--- config.mk ---
export PLATFORM = sky130hd
export DESIGN_NAME = cyclic_correlation_accumulator
export DESIGN_NICKNAME = d
export VERILOG_FILES = /design/src/rtl/cyclic_correlation_accumulator.sv
export SDC_FILE = /design/constraint.sdc
export NUM_CORES = 2
export LEC_CHECK = 0
export ABC_AREA = 1
export CAP_MARGIN = 20
export CORE_ASPECT_RATIO = 0.9
export CORE_MARGIN = 4
export CORE_UTILIZATION = 40
export CTS_CLUSTER_SIZE = 30
export DETAILED_ROUTE_END_ITERATION = 16
export PLACE_DENSITY = 0.63
export SLEW_MARGIN = 30
export SYNTH_ARGS = -nofsm -noshare
export SYNTH_HDL_FRONTEND = slang
export SYNTH_SLANG_ARGS = --single-unit
--- constraint.sdc ---
create_clock -name clock -period 8.9 [get_ports clock]
set_input_delay 1.78 -clock clock [delete_from_list [all_inputs] [get_ports clock]]
set_output_delay 1.78 -clock clock [all_outputs]
set_load 0.02 [all_outputs]
--- src/rtl/cyclic_correlation_accumulator.sv ---
// Cyclic correlation accumulator: S = sum_p A_p[a] * B_p[b] over P stored blocks (B pre-conjugated).
// Build option SCF_AVERAGE_EN: output is the accumulator arithmetically shifted right by NB_BLK.
module cyclic_correlation_accumulator #(
  parameter int P       = 32,
  parameter int NP      = 1024,
  parameter int NB_DATA = 16,
  localparam int NB_BLK  = $clog2(P),
  localparam int NB_BIN  = $clog2(NP),
  localparam int NB_PROD = 2 * NB_DATA + 1,
  localparam int NB_ACC  = NB_PROD + NB_BLK
) (
  input  logic                      clock,
  input  logic                      i_reset,
  input  logic                      i_enable,
  input  logic                      i_start,
  input  logic                      i_storage_ready,
  input  logic        [NB_BIN-1:0]  i_bin_a,
  input  logic        [NB_BIN-1:0]  i_bin_b,
  output logic        [NB_BLK-1:0]  o_rd_block,
  output logic        [NB_BIN-1:0]  o_rd_bin_a,
  output logic        [NB_BIN-1:0]  o_rd_bin_b,
  output logic                      o_rd_en,
  input  logic signed [NB_DATA-1:0] i_a_re,
  input  logic signed [NB_DATA-1:0] i_a_im,
  input  logic signed [NB_DATA-1:0] i_b_re,
  input  logic signed [NB_DATA-1:0] i_b_im,
  output logic signed [NB_ACC-1:0]  o_s_re,
  output logic signed [NB_ACC-1:0]  o_s_im,
  output logic                      o_valid,
  input  logic                      i_ready,
  output logic                      o_busy
);

  localparam logic [1:0] IDLE  = 2'd0;
  localparam logic [1:0] READ  = 2'd1;
  localparam logic [1:0] DRAIN = 2'd2;
  localparam logic [1:0] DONE  = 2'd3;

  logic [1:0] state;
  logic       rd_active;
  logic       data_vld;
  logic       prod_vld;

  logic signed [2*NB_DATA-1:0] m_rr, m_ii, m_ri, m_ir;
  logic signed [NB_PROD-1:0]   prod_re_next, prod_im_next;
  logic signed [NB_PROD-1:0]   prod_re, prod_im;
  logic signed [NB_ACC-1:0]    acc_re, acc_im;
  logic signed [NB_ACC-1:0]    res_re, res_im;

  always_comb begin
    m_rr = i_a_re * i_b_re;
    m_ii = i_a_im * i_b_im;
    m_ri = i_a_re * i_b_im;
    m_ir = i_a_im * i_b_re;
    prod_re_next = $signed({m_rr[2*NB_DATA-1], m_rr}) - $signed({m_ii[2*NB_DATA-1], m_ii});
    prod_im_next = $signed({m_ri[2*NB_DATA-1], m_ri}) + $signed({m_ir[2*NB_DATA-1], m_ir});
  end

  always_comb begin
`ifdef SCF_AVERAGE_EN
    res_re = acc_re >>> NB_BLK;
    res_im = acc_im >>> NB_BLK;
`else
    res_re = acc_re;
    res_im = acc_im;
`endif
  end

  always_ff @(posedge clock) begin
    if (i_reset) begin
      state      <= IDLE;
      rd_active  <= 1'b0;
      data_vld   <= 1'b0;
      prod_vld   <= 1'b0;
      o_rd_block <= '0;
      o_rd_bin_a <= '0;
      o_rd_bin_b <= '0;
      prod_re    <= '0;
      prod_im    <= '0;
      acc_re     <= '0;
      acc_im     <= '0;
      o_s_re     <= '0;
      o_s_im     <= '0;
      o_valid    <= 1'b0;
    end else if (i_enable) begin
      // RAM data returns one clock after the strobe, product one clock after that.
      data_vld <= rd_active;
      prod_vld <= data_vld;
      if (data_vld) begin
        prod_re <= prod_re_next;
        prod_im <= prod_im_next;
      end
      if (prod_vld) begin
        acc_re <= acc_re + $signed({{NB_BLK{prod_re[NB_PROD-1]}}, prod_re});
        acc_im <= acc_im + $signed({{NB_BLK{prod_im[NB_PROD-1]}}, prod_im});
      end

      case (state)
        IDLE: begin
          if (i_start && i_storage_ready) begin
            state      <= READ;
            rd_active  <= 1'b1;
            o_rd_block <= '0;
            o_rd_bin_a <= i_bin_a;
            o_rd_bin_b <= i_bin_b;
            acc_re     <= '0;
            acc_im     <= '0;
          end
        end
        READ: begin
          o_rd_block <= o_rd_block + NB_BLK'(1);
          if (o_rd_block == NB_BLK'(P - 2)) state <= DRAIN;
        end
        DRAIN: begin
          // The last address is still presented for one clock after entering DRAIN.
          if (rd_active) begin
            rd_active <= 1'b0;
          end else if (!data_vld && !prod_vld) begin
            o_s_re  <= res_re;
            o_s_im  <= res_im;
            o_valid <= 1'b1;
            state   <= DONE;
          end
        end
        DONE: begin
          if (i_ready) begin
            o_valid <= 1'b0;
            state   <= IDLE;
          end
        end
        default: state <= IDLE;
      endcase
    end
  end

  assign o_rd_en = rd_active & i_enable;
  assign o_busy  = (state != IDLE);

endmodule

==> results.json <==
{
  "critPathArrivalTime_ps": 9050,
  "clock_sinks": 249,
  "global_route_track_usage_on_met2": 0.388,
  "synth_enable_flop_cells": 0,
  "synth-main-ff-cell": "sky130_fd_sc_hd__dfxtp_1",
  "regToRegSetupSlack_ps": 5770,
  "setup_total_negative_slack_ps": 0,
  "syn-mean-instance-area_sq_um": 7.45,
  "detailedRoute.firstPassIterationCount": 5,
  "min_period_over_period": 0.954,
  "syn_area_sq_mm": 0.0581,
  "global_route.usage.met3": 0.0304,
  "end_kind": "flop",
  "start_util": 0.403,
  "totalWireLength_um": 177000,
  "finalCriticalPeriod_ps": 8490,
  "core_area_sq_mm": 0.144,
  "cts_tree": "done",
  "grt_setup_unrepaired": "false",
  "routed_wire_length_per_instance_um": 17.5,
  "synth_fp_nets": 9452,
  "hold_violations": 0,
  "hold_path_class": "flop to flop",
  "place_worst_setup_slack_ps": -162,
  "drt_iter0_markers": 3359,
  "grt_max_degree": 81,
  "cts-root-to-sink-buffers": 3,
  "via_count": 48602,
  "critical_path.startpoint_type": "primary input",
  "wire_length_of_the_first_global_routing_pass_um": 286000,
  "final.fill_count": 14468,
  "timing.max_slew.rel_slack": 0.361,
  "route.antenna.remaining_nets": 0,
  "place_congestion": 0.963,
  "crit_required_ps": 9450,
  "gr-usage-all-layers": 0.238,
  "pin_count": 194,
  "vias_per_cell": 4.80,
  "final-max-slew-violation-count": 0,
  "achievable_frequency_mhz": 118,
  "placement_rows": 132,
  "groute.layer.met1.usage": 0.339,
  "port_buffers": 193,
  "globalRouteOverflowTotal": 0,
  "postSynthCellCount": 7797,
  "antenna_found_initial": 2,
  "grt_pass1_vias": 51451,
  "outcome": "complete, no violations",
  "timing_worst_slew_pin_value_ps": 959,
  "nets": 9806,
  "holdBufCountCts": 0,
  "clk_latency_ps": 610,
  "cts.clk_slew.worst_paths_ps": 60,
  "synth-seq-area-share": 0.0858,
  "drv.max_cap_violation_count": 0,
  "vert_die_dim_um": 370,
  "worstSetupPathType": "primary input to flop",
  "postCtsSetupBuffers": 0,
  "whs_ps": 441,
  "postSynthRegisterBits": 249,
  "cts-resized-gates": 0,
  "finalSetupViolations": 0,
  "tritoncts.num_buffers": 30,
  "area.growth.synth_to_final_pct": 14.1,
  "dpl.hpwl_um": 146000,
  "synthDistinctLibCells": 50,
  "layout-drive-gt1-share": 0.0733,
  "setup_slack_ps": 407,
  "cts-root-buf": "sky130_fd_sc_hd__clkbuf_16",
  "global_route.peak_usage_layer": "met2",
  "die_w_um": 410,
  "yosysWarningCount": 0,
  "floorplan.die_area_sq_mm": 0.151,
  "finalClockSkew_ps": 31.3,
  "h-tree-depth": 1,
  "drc_errors": 0,
  "critical_path_peak_fanout": 5,
  "ys_async_sr_fraction": 0
}
-- sequential cells by signal (all words and copies together), names as in the netlist --
register	count
acc_im	38
acc_re	38
data_vld	1
o_rd_bin_a	10
o_rd_bin_b	10
o_rd_block	5
o_s_im	38
o_s_re	38
o_valid	1
prod_im	33
prod_re	33
prod_vld	1
rd_active	1
state	2
-- kinds of logic (layout without fill, tap and decap cells) --
group                      count (synthesis)  count (layout)  share of synthesized area
adders and majority gates               1565            1565                      0.489
buffers and inverters                   2573            2949                      0.167
other                                      0               2                          0
xor gates and xnor gates                  76              76                     0.0115
AOI/OAI and AO/OA                        579             579                     0.0543
DFF                                      249             249                     0.0858
and+or+nand+nor                         2755            2755                      0.192
-- worst paths after layout --
kind / startpoint / to / depth (start not counted)
hold reg to reg: o_s_re[26]$_SDFFE_PP0P_ / o_s_re[26]$_SDFFE_PP0P_ / 2
hold / removal: o_s_re[26]$_SDFFE_PP0P_ / o_s_re[26]$_SDFFE_PP0P_ / 2
setup / recovery: i_a_re[1] / prod_im[16]$_SDFFE_PP0P_ / 26
setup reg to reg: state[0]$_SDFFE_PP0P_ / o_rd_block[3]$_SDFFE_PP0P_ / 13
-- layout make-up --
class / count / area (sq um) / share of cell area
Clock inverter: 9 / 113 / 0.00170
Tap cell: 1943 / 2430 / 0.0367
Timing Repair Buffer: 603 / 5860 / 0.0884
Antenna cell: 2 / 5.00 / 0.0000755
Inverter: 2292 / 8600 / 0.130
Clock buffer: 45 / 887 / 0.0134
Sequential cell: 249 / 4990 / 0.0753
Multi-Input combinational cell: 4975 / 43400 / 0.655
-- cells in the final DEF (no fill, tap or decap), types with 16 or more instances in the layout --
cell | Yosys | layout
sky130_fd_sc_hd__clkdlybuf4s50_1 | 0 | 191
sky130_fd_sc_hd__xnor2_1 | 23 | 23
sky130_fd_sc_hd__or2_2 | 22 | 22
sky130_fd_sc_hd__nor3_1 | 21 | 21
sky130_fd_sc_hd__clkbuf_16 | 0 | 30
sky130_fd_sc_hd__o21bai_1 | 27 | 27
sky130_fd_sc_hd__buf_12 | 0 | 68
sky130_fd_sc_hd__o211ai_1 | 16 | 16
sky130_fd_sc_hd__nand4_1 | 46 | 46
sky130_fd_sc_hd__inv_2 | 21 | 22
sky130_fd_sc_hd__buf_4 | 0 | 342
sky130_fd_sc_hd__fa_1 | 1175 | 1175
sky130_fd_sc_hd__xor2_1 | 53 | 53
sky130_fd_sc_hd__nor2_1 | 518 | 518
sky130_fd_sc_hd__nand2_2 | 26 | 26
sky130_fd_sc_hd__nand2_1 | 1859 | 1858
sky130_fd_sc_hd__inv_1 | 2269 | 2268
sky130_fd_sc_hd__ha_1 | 390 | 390
sky130_fd_sc_hd__nor2_2 | 20 | 20
sky130_fd_sc_hd__dfxtp_1 | 249 | 248
sky130_fd_sc_hd__a21oi_1 | 259 | 259
sky130_fd_sc_hd__nand3_1 | 198 | 198
sky130_fd_sc_hd__o21ai_0 | 211 | 211
-- critical path, stage by stage --
cell and delay [ps]:
sky130_fd_sc_hd__clkdlybuf4s50_1 810, sky130_fd_sc_hd__buf_4 280, sky130_fd_sc_hd__nand2_1 90, sky130_fd_sc_hd__fa_1 510, sky130_fd_sc_hd__inv_1 50, sky130_fd_sc_hd__fa_1 490, sky130_fd_sc_hd__inv_1 60, sky130_fd_sc_hd__fa_1 490
sky130_fd_sc_hd__fa_1 510, sky130_fd_sc_hd__inv_1 50, sky130_fd_sc_hd__fa_1 560, sky130_fd_sc_hd__fa_1 430, sky130_fd_sc_hd__fa_1 500, sky130_fd_sc_hd__inv_1 50, sky130_fd_sc_hd__fa_1 500, sky130_fd_sc_hd__inv_1 50
sky130_fd_sc_hd__ha_1 340, sky130_fd_sc_hd__nand2_1 150, sky130_fd_sc_hd__nor2_1 160, sky130_fd_sc_hd__nor3b_2 270, sky130_fd_sc_hd__nand2_1 80, sky130_fd_sc_hd__nand3_1 200, sky130_fd_sc_hd__xor2_1 300, sky130_fd_sc_hd__buf_4 170
sky130_fd_sc_hd__o21ai_0 60, sky130_fd_sc_hd__inv_1 70
-- Yosys cell counts, types with 3 or more instances --
| cell type | n | area (sq um) |
|---|---|---|
| sky130_fd_sc_hd__a211oi_1 | 5 | 37.5 |
| sky130_fd_sc_hd__a21boi_0 | 5 | 37.5 |
| sky130_fd_sc_hd__a21o_1 | 10 | 75.1 |
| sky130_fd_sc_hd__a21oi_1 | 259 | 1300 |
| sky130_fd_sc_hd__a21oi_2 | 12 | 105 |
| sky130_fd_sc_hd__a31oi_1 | 6 | 37.5 |
| sky130_fd_sc_hd__and3_1 | 3 | 18.8 |
| sky130_fd_sc_hd__buf_1 | 12 | 45.0 |
| sky130_fd_sc_hd__buf_2 | 15 | 75.1 |
| sky130_fd_sc_hd__clkbuf_1 | 248 | 931 |
| sky130_fd_sc_hd__clkbuf_8 | 3 | 41.3 |
| sky130_fd_sc_hd__dfxtp_1 | 249 | 4980 |
| sky130_fd_sc_hd__fa_1 | 1175 | 23500 |
| sky130_fd_sc_hd__ha_1 | 390 | 4880 |
| sky130_fd_sc_hd__inv_1 | 2269 | 8520 |
| sky130_fd_sc_hd__inv_2 | 21 | 78.8 |
| sky130_fd_sc_hd__nand2_1 | 1859 | 6980 |
| sky130_fd_sc_hd__nand2_2 | 26 | 163 |
| sky130_fd_sc_hd__nand3_1 | 198 | 991 |
| sky130_fd_sc_hd__nand3_2 | 11 | 110 |
| sky130_fd_sc_hd__nand3b_1 | 7 | 52.6 |
| sky130_fd_sc_hd__nand4_1 | 46 | 288 |
| sky130_fd_sc_hd__nor2_1 | 518 | 1940 |
| sky130_fd_sc_hd__nor2_2 | 20 | 125 |
| sky130_fd_sc_hd__nor2_4 | 9 | 101 |
| sky130_fd_sc_hd__nor3_1 | 21 | 105 |
| sky130_fd_sc_hd__nor3_2 | 7 | 70.1 |
| sky130_fd_sc_hd__o211ai_1 | 16 | 120 |
| sky130_fd_sc_hd__o21a_1 | 5 | 37.5 |
| sky130_fd_sc_hd__o21ai_0 | 211 | 1060 |
| sky130_fd_sc_hd__o21ai_1 | 14 | 70.1 |
| sky130_fd_sc_hd__o21bai_1 | 27 | 203 |
| sky130_fd_sc_hd__or2_2 | 22 | 138 |
| sky130_fd_sc_hd__xnor2_1 | 23 | 201 |
| sky130_fd_sc_hd__xor2_1 | 53 | 464 |
-- metrics by stage --
stage / util / std cells / area (sq um)
floorplan: - / 7797 / 58100
global placement: 0.453 / 10062 / 65300
detailed placement: 0.453 / 10062 / 65300
CTS: 0.460 / 10116 / 66300
global route: 0.460 / 10116 / 66300
finish: 0.460 / 10118 / 66300
-- layer usage --
| metal | up-vias | wire, um |
|---|---|---|
| met5 | - | 13 |
| met4 | 2 | 4890 |
| met3 | 182 | 12200 |
| met2 | 1486 | 80300 |
| met1 | 23895 | 79100 |
| li1 | 23037 | - |
Power is left out: the tool's default activity adds up to more than one toggle a clock period on the data nets, which glitch-free logic cannot reach.
